`src/rtl/decode_pipe_pkg.sv`:
```
// Shared types for the decode stage: operation enum, MIPS opcodes and the
// decoded-field record produced by the instruction decoder.
package decode_pipe_pkg;

    typedef enum logic [2:0] {
        OP_R    = 3'd0,
        OP_ADDI = 3'd1,
        OP_BEQ  = 3'd2,
        OP_LW   = 3'd3,
        OP_SW   = 3'd4,
        OP_J    = 3'd5,
        OP_ILL  = 3'd6
    } op_t;

    localparam logic [5:0] OPC_R    = 6'h00;
    localparam logic [5:0] OPC_ADDI = 6'h08;
    localparam logic [5:0] OPC_BEQ  = 6'h04;
    localparam logic [5:0] OPC_LW   = 6'h23;
    localparam logic [5:0] OPC_SW   = 6'h2B;
    localparam logic [5:0] OPC_J    = 6'h02;

    // Register fields in the instruction word are always 5 bits wide.
    localparam int FIELD_AW = 5;
    // The jump-target field is carried at the core's standard PC width.
    localparam int JMP_W    = 8;

    typedef struct packed {
        op_t                 op;
        logic [FIELD_AW-1:0] rs_a;
        logic [FIELD_AW-1:0] rt_a;
        logic [FIELD_AW-1:0] rd_a;
        logic [15:0]         imm;
        logic [JMP_W-1:0]    pc_jmp;
    } dec_fields_t;

endpackage

```
`src/rtl/decode_pipe_if.sv`:
```
// Fetch-side, write-back and execute-side signals of the decode stage.
// The master drives fetch/write-back/flush and consumes the D/E outputs;
// the slave is the decode stage itself.
interface decode_pipe_if
    import decode_pipe_pkg::*;
#(
    parameter int DATA_W = 32,
    parameter int NREG   = 32,
    parameter int PC_W   = 8
);
    localparam int AW = $clog2(NREG);

    logic              in_valid;
    logic              in_ready;
    logic [31:0]       in_instr;
    logic [PC_W-1:0]   in_pc;
    logic              wb_en;
    logic [AW-1:0]     wb_addr;
    logic [DATA_W-1:0] wb_data;
    logic              flush;
    logic              out_valid;
    logic              out_ready;
    op_t               out_op;
    logic [AW-1:0]     out_rs_a;
    logic [AW-1:0]     out_rt_a;
    logic [AW-1:0]     out_rd_a;
    logic [DATA_W-1:0] out_rs;
    logic [DATA_W-1:0] out_rt;
    logic [DATA_W-1:0] out_imm;
    logic [PC_W-1:0]   out_pc;
    logic [PC_W-1:0]   out_pc_jmp;

    modport master (
        output in_valid, in_instr, in_pc, wb_en, wb_addr, wb_data, flush, out_ready,
        input  in_ready, out_valid, out_op, out_rs_a, out_rt_a, out_rd_a,
               out_rs, out_rt, out_imm, out_pc, out_pc_jmp
    );

    modport slave (
        input  in_valid, in_instr, in_pc, wb_en, wb_addr, wb_data, flush, out_ready,
        output in_ready, out_valid, out_op, out_rs_a, out_rt_a, out_rd_a,
               out_rs, out_rt, out_imm, out_pc, out_pc_jmp
    );

endinterface

```
`src/rtl/decode_pipe_regfile_bypass.sv`:
```
// NREG x DATA_W register file with two read ports and one write port.
// Register 0 is hard-wired to zero; a read of the register being written in
// the same cycle returns the incoming write-back value.
module regfile_bypass #(
    parameter int DATA_W = 32,
    parameter int NREG   = 32,
    parameter int AW     = $clog2(NREG)
) (
    input  logic              clk,
    input  logic              reset,
    input  logic              wr_en,
    input  logic [AW-1:0]     wr_addr,
    input  logic [DATA_W-1:0] wr_data,
    input  logic [AW-1:0]     ra_addr,
    output logic [DATA_W-1:0] ra_data,
    input  logic [AW-1:0]     rb_addr,
    output logic [DATA_W-1:0] rb_data
);

    logic [DATA_W-1:0] regs [NREG];

    // Storage: cleared on reset, written on the clock edge unless targeting r0.
    always_ff @(posedge clk or negedge reset) begin
        if (!reset) begin
            for (int i = 0; i < NREG; i++) begin
                regs[i] <= '0;
            end
        end else if (wr_en && wr_addr != '0) begin
            regs[wr_addr] <= wr_data;
        end
    end

    // Read port A with write-through bypass; r0 always reads zero.
    always_comb begin
        ra_data = '0;
        if (ra_addr != '0) begin
            if (wr_en && wr_addr == ra_addr) ra_data = wr_data;
            else                             ra_data = regs[ra_addr];
        end
    end

    // Read port B with write-through bypass; r0 always reads zero.
    always_comb begin
        rb_data = '0;
        if (rb_addr != '0) begin
            if (wr_en && wr_addr == rb_addr) rb_data = wr_data;
            else                             rb_data = regs[rb_addr];
        end
    end

endmodule

```
`src/rtl/decode_pipe.sv`:
```
// Instruction-decode stage: decodes the fetched MIPS word, reads operands
// from the register file, and holds the result in the D/E pipeline register.
// Stalls on a load-use hazard against the load currently held in D/E and
// keeps held operands current with write-backs while execute is stalled.
module decode_pipe
    import decode_pipe_pkg::*;
#(
    parameter int DATA_W = 32,
    parameter int NREG   = 32,
    parameter int PC_W   = 8
) (
    input  logic          clk,
    input  logic          reset,
    decode_pipe_if.slave  bus
);

    localparam int AW = $clog2(NREG);

    dec_fields_t       dec;
    logic [AW-1:0]     rs_a;
    logic [AW-1:0]     rt_a;
    logic [AW-1:0]     rd_a;
    logic [DATA_W-1:0] rs_data;
    logic [DATA_W-1:0] rt_data;
    logic [DATA_W-1:0] imm_ext;
    logic              hazard;
    logic              accept;

    // Decode the incoming word; unknown opcodes become ILL with no registers.
    always_comb begin
        dec        = '0;
        dec.op     = OP_ILL;
        dec.imm    = bus.in_instr[15:0];
        dec.pc_jmp = JMP_W'(bus.in_instr[PC_W-1:0]);
        case (bus.in_instr[31:26])
            OPC_R: begin
                dec.op   = OP_R;
                dec.rs_a = bus.in_instr[25:21];
                dec.rt_a = bus.in_instr[20:16];
                dec.rd_a = bus.in_instr[15:11];
            end
            OPC_ADDI: begin
                dec.op   = OP_ADDI;
                dec.rs_a = bus.in_instr[25:21];
                dec.rd_a = bus.in_instr[20:16];
            end
            OPC_BEQ: begin
                dec.op   = OP_BEQ;
                dec.rs_a = bus.in_instr[25:21];
                dec.rt_a = bus.in_instr[20:16];
            end
            OPC_LW: begin
                dec.op   = OP_LW;
                dec.rs_a = bus.in_instr[25:21];
                dec.rd_a = bus.in_instr[20:16];
            end
            OPC_SW: begin
                dec.op   = OP_SW;
                dec.rs_a = bus.in_instr[25:21];
                dec.rt_a = bus.in_instr[20:16];
            end
            OPC_J: begin
                dec.op = OP_J;
            end
            default: begin
                dec.op = OP_ILL;
            end
        endcase
    end

    assign rs_a    = AW'(dec.rs_a);
    assign rt_a    = AW'(dec.rt_a);
    assign rd_a    = AW'(dec.rd_a);
    assign imm_ext = {{(DATA_W-16){dec.imm[15]}}, dec.imm};

    regfile_bypass #(
        .DATA_W (DATA_W),
        .NREG   (NREG),
        .AW     (AW)
    ) u_regfile (
        .clk     (clk),
        .reset   (reset),
        .wr_en   (bus.wb_en),
        .wr_addr (bus.wb_addr),
        .wr_data (bus.wb_data),
        .ra_addr (rs_a),
        .ra_data (rs_data),
        .rb_addr (rt_a),
        .rb_data (rt_data)
    );

    // A load in D/E whose destination feeds the incoming instruction must not
    // be followed directly; hold fetch until the load has moved on.
    assign hazard = bus.out_valid && (bus.out_op == OP_LW) && (bus.out_rd_a != '0) &&
                    (((rs_a != '0) && (rs_a == bus.out_rd_a)) ||
                     ((rt_a != '0) && (rt_a == bus.out_rd_a)));

    assign bus.in_ready = reset && !bus.flush && !hazard && (!bus.out_valid || bus.out_ready);
    assign accept       = bus.in_valid && bus.in_ready;

    // D/E register: flush beats load, load beats drain, otherwise hold and refresh operands.
    always_ff @(posedge clk or negedge reset) begin
        if (!reset) begin
            bus.out_valid  <= 1'b0;
            bus.out_op     <= OP_R;
            bus.out_rs_a   <= '0;
            bus.out_rt_a   <= '0;
            bus.out_rd_a   <= '0;
            bus.out_rs     <= '0;
            bus.out_rt     <= '0;
            bus.out_imm    <= '0;
            bus.out_pc     <= '0;
            bus.out_pc_jmp <= '0;
        end else if (bus.flush) begin
            bus.out_valid <= 1'b0;
        end else if (accept) begin
            bus.out_valid  <= 1'b1;
            bus.out_op     <= dec.op;
            bus.out_rs_a   <= rs_a;
            bus.out_rt_a   <= rt_a;
            bus.out_rd_a   <= rd_a;
            bus.out_rs     <= rs_data;
            bus.out_rt     <= rt_data;
            bus.out_imm    <= imm_ext;
            bus.out_pc     <= bus.in_pc;
            bus.out_pc_jmp <= PC_W'(dec.pc_jmp);
        end else if (bus.out_valid && bus.out_ready) begin
            bus.out_valid <= 1'b0;
        end else begin
            if (bus.wb_en && bus.wb_addr != '0 && bus.wb_addr == bus.out_rs_a) bus.out_rs <= bus.wb_data;
            if (bus.wb_en && bus.wb_addr != '0 && bus.wb_addr == bus.out_rt_a) bus.out_rt <= bus.wb_data;
        end
    end

endmodule

```
`src/flat_wrapper.sv`:
```
// flat-port wrapper written by rule: the top's interface ports become plain ports
module decode_pipe_flat import decode_pipe_pkg::*;
#(
    parameter int DATA_W = 32,
    parameter int NREG   = 32,
    parameter int PC_W   = 8
)
  (clk, reset, bus_in_valid, bus_in_instr, bus_in_pc, bus_wb_en, bus_wb_addr, bus_wb_data, bus_flush, bus_out_ready, bus_in_ready, bus_out_valid, bus_out_op, bus_out_rs_a, bus_out_rt_a, bus_out_rd_a, bus_out_rs, bus_out_rt, bus_out_imm, bus_out_pc, bus_out_pc_jmp);
  decode_pipe_if #(.DATA_W(DATA_W), .NREG(NREG), .PC_W(PC_W)) bus_i ();
  input  logic clk;
  input  logic reset;
  input wire logic [$bits(bus_i.in_valid)-1:0] bus_in_valid;
  input wire logic [$bits(bus_i.in_instr)-1:0] bus_in_instr;
  input wire logic [$bits(bus_i.in_pc)-1:0] bus_in_pc;
  input wire logic [$bits(bus_i.wb_en)-1:0] bus_wb_en;
  input wire logic [$bits(bus_i.wb_addr)-1:0] bus_wb_addr;
  input wire logic [$bits(bus_i.wb_data)-1:0] bus_wb_data;
  input wire logic [$bits(bus_i.flush)-1:0] bus_flush;
  input wire logic [$bits(bus_i.out_ready)-1:0] bus_out_ready;
  output wire logic [$bits(bus_i.in_ready)-1:0] bus_in_ready;
  output wire logic [$bits(bus_i.out_valid)-1:0] bus_out_valid;
  output wire logic [$bits(bus_i.out_op)-1:0] bus_out_op;
  output wire logic [$bits(bus_i.out_rs_a)-1:0] bus_out_rs_a;
  output wire logic [$bits(bus_i.out_rt_a)-1:0] bus_out_rt_a;
  output wire logic [$bits(bus_i.out_rd_a)-1:0] bus_out_rd_a;
  output wire logic [$bits(bus_i.out_rs)-1:0] bus_out_rs;
  output wire logic [$bits(bus_i.out_rt)-1:0] bus_out_rt;
  output wire logic [$bits(bus_i.out_imm)-1:0] bus_out_imm;
  output wire logic [$bits(bus_i.out_pc)-1:0] bus_out_pc;
  output wire logic [$bits(bus_i.out_pc_jmp)-1:0] bus_out_pc_jmp;
  assign bus_i.in_valid = bus_in_valid;
  assign bus_i.in_instr = bus_in_instr;
  assign bus_i.in_pc = bus_in_pc;
  assign bus_i.wb_en = bus_wb_en;
  assign bus_i.wb_addr = bus_wb_addr;
  assign bus_i.wb_data = bus_wb_data;
  assign bus_i.flush = bus_flush;
  assign bus_i.out_ready = bus_out_ready;
  assign bus_in_ready = bus_i.in_ready;
  assign bus_out_valid = bus_i.out_valid;
  assign bus_out_op = bus_i.out_op;
  assign bus_out_rs_a = bus_i.out_rs_a;
  assign bus_out_rt_a = bus_i.out_rt_a;
  assign bus_out_rd_a = bus_i.out_rd_a;
  assign bus_out_rs = bus_i.out_rs;
  assign bus_out_rt = bus_i.out_rt;
  assign bus_out_imm = bus_i.out_imm;
  assign bus_out_pc = bus_i.out_pc;
  assign bus_out_pc_jmp = bus_i.out_pc_jmp;
  decode_pipe #(.DATA_W(DATA_W), .NREG(NREG), .PC_W(PC_W)) u_core (.clk(clk), .reset(reset), .bus(bus_i));
endmodule
```
`config.mk`:
```
export PLATFORM = sky130hd
export DESIGN_NAME = decode_pipe_flat
export DESIGN_NICKNAME = d
export VERILOG_FILES = /design/src/rtl/decode_pipe_pkg.sv /design/src/rtl/decode_pipe_if.sv /design/src/rtl/decode_pipe_regfile_bypass.sv /design/src/rtl/decode_pipe.sv /design/src/flat_wrapper.sv
export SDC_FILE = /design/constraint.sdc
export NUM_CORES = 2
export LEC_CHECK = 0
export BUFFER_PORTS_ARGS = -buffer_cell sky130_fd_sc_hd__buf_2
export CAP_MARGIN = 15
export CELL_PAD_IN_SITES_DETAIL_PLACEMENT = 1
export CELL_PAD_IN_SITES_GLOBAL_PLACEMENT = 1
export CORE_ASPECT_RATIO = 1.75
export CORE_MARGIN = 2
export CORE_UTILIZATION = 51
export CTS_CLUSTER_DIAMETER = 60
export DETAILED_ROUTE_END_ITERATION = 8
export HOLD_SLACK_MARGIN = 0.12
export PLACE_DENSITY = 0.84
export SLEW_MARGIN = 5
export SYNTH_ARGS = -nofsm -noshare
export SYNTH_HDL_FRONTEND = slang
export SYNTH_SLANG_ARGS = --single-unit
```
`constraint.sdc`:
```
create_clock -name clk -period 3.5 [get_ports clk]
set_clock_uncertainty 0.1 [all_clocks]
set_input_delay 0.35 -clock clk [delete_from_list [all_inputs] [get_ports clk]]
set_output_delay 0.35 -clock clk [all_outputs]
set_load 0.02 [all_outputs]
```
# Word level (Yosys, flattened, before mapping)
# Index checks and enable logic that the tools add are counted.
# word_totals
elab_cells,124
output_inout_bits,132
latchBits,0
rom_bits,0
ram_bits,0
inputBits,83
register_bits,1139
n_memories,0
# op_classes
eq_ne,13
multipliers,0
addsub,0
div_mod_pow,0
n_shift,0
magnitude_cmp,4
bitwise,4
n_reduce_logical,35
muxes,26
# ops
cell,n
$bwmux 1024,1
$mux 32,15
$bmux 32 s5,2
$demux 32 s5,1
$eq 5x5->1,6
$reduce_bool 5->1,4
$ge 6x6->1 const B,3
$not 5->6,3
$pmux 3 s6,1
$logic_and 1x1->1,16
$eq 6x6->1 const B,2
$mux 5,2
$pmux 5 s2,1
$eq 6x2->1 const B,1
$eq 6x3->1 const B,1
$eq 6x4->1 const B,1
$logic_not 6->1,1
$lt 6x1->1 const B,1
$reduce_and 3->1,2
$reduce_or 5->1,1
$reduce_bool 2->1,2
$eq 3x2->1 const B,1
$logic_not 1->1,3
$mux 1,3
other kinds (7),8

# Depth between registers and ports, before layout
# depth
word_depth,13
mapped_depth,12
mapped_depth_nobuf,7

# Modules after synthesis
# From an unflattened synthesis, not the netlist that was laid out.
# hier_totals
hier_cells,4176
hier_area_um2,60320.4
# by_module_without_submodules
mod,cells_each,seq_area_each_um2,instances,area_each_um2
regfile_bypass,3766,25624.6,1,54664.9
decode_pipe,410,2677.6,1,5655.4

# Worst setup path after synthesis
# OpenSTA, ideal clock, no wires.
# synth_timing
path_type,input to register
startpoint,input port bus_in_instr[28]
endpoint,register u_core.bus.out_pc[4] in the netlist's numbering
arrival_ps,2574
slack_ps,702
t_required_ps,3275
path_buffers,4
cell_stages,10
setup_time_ps,125
cell_sequence,buf_2 > a2111o_1 > buf_2 > a21oi_4 > a41oi_1 > a211o_1 > buf_4 > nand2_2 > buf_2 > mux2_2
# synth_via
elab_chain_cells,12
elab_cells_between_ends,22
cone_classes,eq/ne: 6; mux: 2; reduce/logical: 14
# synth_rtl
element,line_no,rtl
start: declaration,flat_wrapper.sv:13,input wire logic [$bits(bus_i.in_instr)-1:0] bus_in_instr;
$eq 6x4->1 (tied with other cells),decode_pipe.sv:35,case (bus.in_instr[31:26])
$reduce_or 5->1 (no source line) / $reduce_or 3->1 (equally long branches),--,
$mux 5,decode_pipe.sv:35,
$eq 5x5->1 (tied with other cells),decode_pipe.sv:95,(((rs_a != '0) && (rs_a == bus.out_rd_a)) ||
"$logic_and 1x1->1, on equally long branches","decode_pipe.sv:95, decode_pipe.sv:96",
$logic_or 1x1->1 (*),decode_pipe.sv:95,
$logic_and 1x1->1 (*),decode_pipe.sv:94,assign hazard = bus.out_valid && (bus.out_op == OP_LW) && (bus.out_rd_a != '0) &&
$logic_not 1->1 (*),decode_pipe.sv:98,assign bus.in_ready = reset && !bus.flush && !hazard && (!bus.out_valid || bus.out_ready);
$logic_and 1x1->1 (*) (2 in a row),decode_pipe.sv:98,
$logic_and 1x1->1 (*),decode_pipe.sv:99,assign accept = bus.in_valid && bus.in_ready;
$reduce_and 2->1 (no source line) (*),--,
end signal: assignment,decode_pipe.sv:125,bus.out_pc <= bus.in_pc;
end: declaration,decode_pipe_if.sv:42,"out_rs, out_rt, out_imm, out_pc, out_pc_jmp"
# Mark *: on every way between the ends. The rest lies on a longest branch, timed or not.
# A chain may end at the register's enable or synchronous reset.

# Worst setup path in the final report
# layout_timing
startpoint,register u_core.bus.out_rd_a[0]
endpoint,output port bus_in_ready
# layout_via
elab_chain_cells,7
elab_cells_between_ends,11
cone_classes,eq/ne: 2; reduce/logical: 9
# layout_rtl
element,line_no,rtl
start: declaration,decode_pipe_if.sv:41,"output in_ready, out_valid, out_op, out_rs_a, out_rt_a, out_rd_a,"
start signal: assignment,decode_pipe.sv:121,bus.out_rd_a <= rd_a;
"$eq 5x5->1, on equally long branches","decode_pipe.sv:95, decode_pipe.sv:96",
"$logic_and 1x1->1, on equally long branches","decode_pipe.sv:95, decode_pipe.sv:96",
$logic_or 1x1->1,decode_pipe.sv:95,
$logic_and 1x1->1 (*),decode_pipe.sv:94,
$logic_not 1->1 (*),decode_pipe.sv:98,
$logic_and 1x1->1 (*) (2 in a row),decode_pipe.sv:98,
end: declaration,flat_wrapper.sv:20,output wire logic [$bits(bus_i.in_ready)-1:0] bus_in_ready;
# Marked as above.

==> flow_metrics.tcl <==
set metrics [dict create \
    status "finished clean" \
    cts_inserted_buffers 106 \
    swShare_pct 32.6 \
    p_per_area_nw_per_um2 545 \
    coreArea_sq_um 119000 \
    reg2regPathDepth 8 \
    hp-class "in -> reg" \
    min_to "u_core.bus.out_rs[17]" \
    syn_area_sq_um 61100 \
    fp.dieH_microns 462 \
    p_comb_share_pct 21.0 \
    startpoint_type "flip-flop" \
    track_usage_pct 49.5 \
    yosysTopAreaCell "dfrtp_1" \
    worstMarginPinSlew_ns 1.42 \
    path_class "reg -> out" \
    ir_drop_mv 0.384 \
    grt_max_degree 181 \
    nFillCells 12200 \
    maxSlewHeadroom_pct 4.23 \
    clkSlewWorstSetupHoldPaths_ns 0.07 \
    async_flop_share_pct 100 \
    internal-power_mw 25.6 \
    finalCritPeriodShare_pct 99.6 \
    final_layout_size_suffix_gt1_share_pct 34.3 \
    synth-adder-area-share_pct 0 \
    rsz0062_at_grt "false" \
    io_pins 215 \
    die_area_sq_um 123000 \
    reg2reg_slack_ns 0.33 \
    cts_setup_buffers 0 \
    clk_latency_ns 0.83 \
    worstPathRequired_ns 3.05 \
    gr-total-overflow 0 \
    layout_min_cycle_time_ns 3.49 \
    synth_compound_area_share_pct 17.1 \
    avgSynthCellArea_sq_um 11.2 \
    regToRegStartpoint "u_core.bus.out_rd_a[0]" \
    htreeDepth 3 \
    tns_ns 0 \
    power_frac_seq_pct 47.3 \
    yosys.area_share.simple_pct 5.50 \
    ys_seq_elements 1131 \
    cts_tree "yes" \
    p_clk_share_pct 31.7 \
    wl_per_cell_microns 42.4 \
    synth_ff_type "dfrtp_1" \
    detail-route-antenna-nets 0 \
    cts_sinks 1131 \
    yosysWarnings 0 \
    r2r_end "u_core.bus.out_rt[17]" \
    fin_util_pct 58.4 \
    via_per_inst 7.88 \
    placed_cell_area_sq_um 65700 \
    hold_start "bus_wb_data[17]" \
    power.leakage_nw 29.9 \
    drc 0 \
    place_ws_ns -0.211 \
    area_delta_synth_final_pct 14.2 \
    synthCells 5455 \
    max_freq_ghz 0.287 \
    hold_path_depth 3 \
    hpwlAfterDp_microns 184000 \
    multiInputGateArea_sq_um 30600 \
    maxCapViolations 0 \
    setup_viol 0 \
    die_x_microns 266 \
    syn_nets 5538 \
    routed_wirelength_microns 305000 \
    drt-pass1-iter-count 9 \
    ys_types 91 \
    cts_root_buf "clkbuf_16" \
    synth_top_family_by_area "multiplexers" \
    fin_ws_ns 0.0123 \
    num_rows 168 \
    drt_iter0_markers 8258 \
    yosysSeqAreaShare_pct 46.3 \
    portBuffers 214 \
    place.gp.congestion 1.02 \
    num_vias 56700 \
    clk_path_buf_depth 3 \
    synth_xor_area_share_pct 0.315 \
    synthTopCellsByArea "dfrtp_1, mux2_2, mux2i_1, clkbuf_1, a221oi_1" \
    antenna_found_initial 48 \
    fin_nets 5640 \
    total_power_mw 38.0 \
    initial_core_util_pct 51.2 \
    synth_edf_count 0 \
    yosys.area.top_type_share_pct 46.3 \
    p_sw_mw 12.4 \
    design_area_sq_um 69800 \
    drv_slew 0 \
    cp-end-kind "output pin" \
    crit_path_max_fanout 7 \
    cp.arrival_ns 3.04 \
    muxShareOfSynthArea_pct 26.4 \
    ff_latch_area_sq_um 28300 \
    grt_pass1_vias 59000 \
    grt_pass1_wl_microns 432000 \
    hold_viol_final 0 \
]
-- critical path, stage by stage (launching register included) --
cell     delay, ns
dfrtp_2       0.49
or2_2         0.36
o32a_1        0.42
or4_1         0.52
and3_1        0.24
buf_2         0.18
-- final cells by class --
class                   instances  share of cell area [%]
multi-input cells            3678                    43.8
flip-flops and latches       1131                    40.6
repair buffers                622                    7.71
clock buffers                 155                    4.47
well taps                    1530                    2.74
clock inverters                33                   0.488
diodes                         30                   0.108
inverters                      18                   0.100
-- layer usage --
layer / vias to the layer above / wire length (microns) / track usage, %
met5: - / 183 / 0
met4: 22 / 37000 / 49.0
met3: 2208 / 41300 / 20.7
met2: 5332 / 131000 / 72.3
met1: 28300 / 96300 / 53.3
li1: 20800 / - / -
-- cells in the mapped netlist (15+ instances only) --
master     number
a211o_1        26
a211oi_1       47
a21o_1         18
a21oi_1       245
a221o_1        35
a221oi_1      166
a22oi_1        70
a2bb2oi_1      52
a31oi_1       116
buf_1          54
buf_2         107
buf_4          31
clkbuf_1      435
dfrtp_1      1131
inv_1          16
mux2_2       1086
mux2i_1       363
nand2_1       336
nand2b_1       34
nand3_1        38
nor2_1        116
nor2b_1        77
nor3_1         32
nor3b_1        17
o211ai_1       39
o21a_1         15
o21ai_0       232
o221ai_1      100
o22a_1         21
o22ai_1       114
o2bb2ai_1      27
o311ai_0       16
o31ai_1        17
xnor2_1        17
-- state kept, by name, summed over array words and instances, names as in the netlist --
signal / flops
u_core.u_regfile.regs: 1024
u_core.bus.out_rs: 32
u_core.bus.out_rt: 32
u_core.bus.out_imm: 16
u_core.bus.out_pc: 8
u_core.bus.out_rd_a: 5
u_core.bus.out_rs_a: 5
u_core.bus.out_rt_a: 5
u_core.bus.out_op: 3
u_core.bus.out_valid: 1
-- how the worst max path moves through the flow --
stage,end,cells past startpoint,start,slack [ns]
3_3_place_gp,u_core.bus.out_rt[26],11,bus_in_instr[31],-0.21
3_5_place_dp,u_core.bus.out_rt[26],11,bus_in_instr[29],-0.21
2_1_floorplan,u_core.bus.out_pc[4],10,bus_in_instr[28],0.70
5_1_grt,bus_in_ready,5,u_core.bus.out_rd_a[0],0.02
6_report,bus_in_ready,5,u_core.bus.out_rd_a[0],0.01
4_1_cts,bus_in_ready,5,u_core.bus.out_rd_a[0],0.03
-- per-stage QoR --
step	hold WS, ns	std cells
3_5_place_dp	0.288	6921
2_1_floorplan	-0.0456	5455
3_3_place_gp	0.283	6920
4_1_cts	0.122	7167
5_1_grt	0.120	7179
6_report	0.0898	7197
-- cells by family (layout without fill, tap and decap cells) --
logic type	after synthesis	count (layout)
flops	1131	1131
buf+inv	646	828
other cells	0	30
compound gates	1479	1479
simple gates	717	717
mux	1460	1460
xor+xnor	22	22
-- cells in the final DEF (no fill, tap or decap), drive strengths merged, types with 22 or more instances in the layout --
cell	count
a211o	26
a211oi	47
a21oi	250
a221o	35
a221oi	166
a22oi	71
a2bb2oi	52
a31oi	116
buf	564
clkbuf	155
dfrtp	1131
diode	30
dlygate4sd3	58
inv	22
mux2	1086
mux2i	363
nand2	337
nand2b	34
nand3	38
nor2	116
nor2b	77
nor3	33
o211ai	39
o21ai	246
o221ai	100
o22ai	115
o2bb2ai	27
o311ai	25
-- repair_timing --
item                                    in CTS  in global routing
hold endpoints to repair                   228                  0
endpoints found under the setup margin       0                  1
resized for setup                            0                  1
hold buffers                                58                  0
-- power groups by stage --
stage                     sequential (mW)  combinational (mW)  clock (mW)
after floorplan                      17.4                4.76           0
after global placement               17.7                7.17           0
after detailed placement             17.9                7.52           0
after CTS                            17.8                7.71        11.9
after global routing                 18.1                8.32        12.5
final                                18.0                7.97        12.1
(Power assumes the default switching activity.)
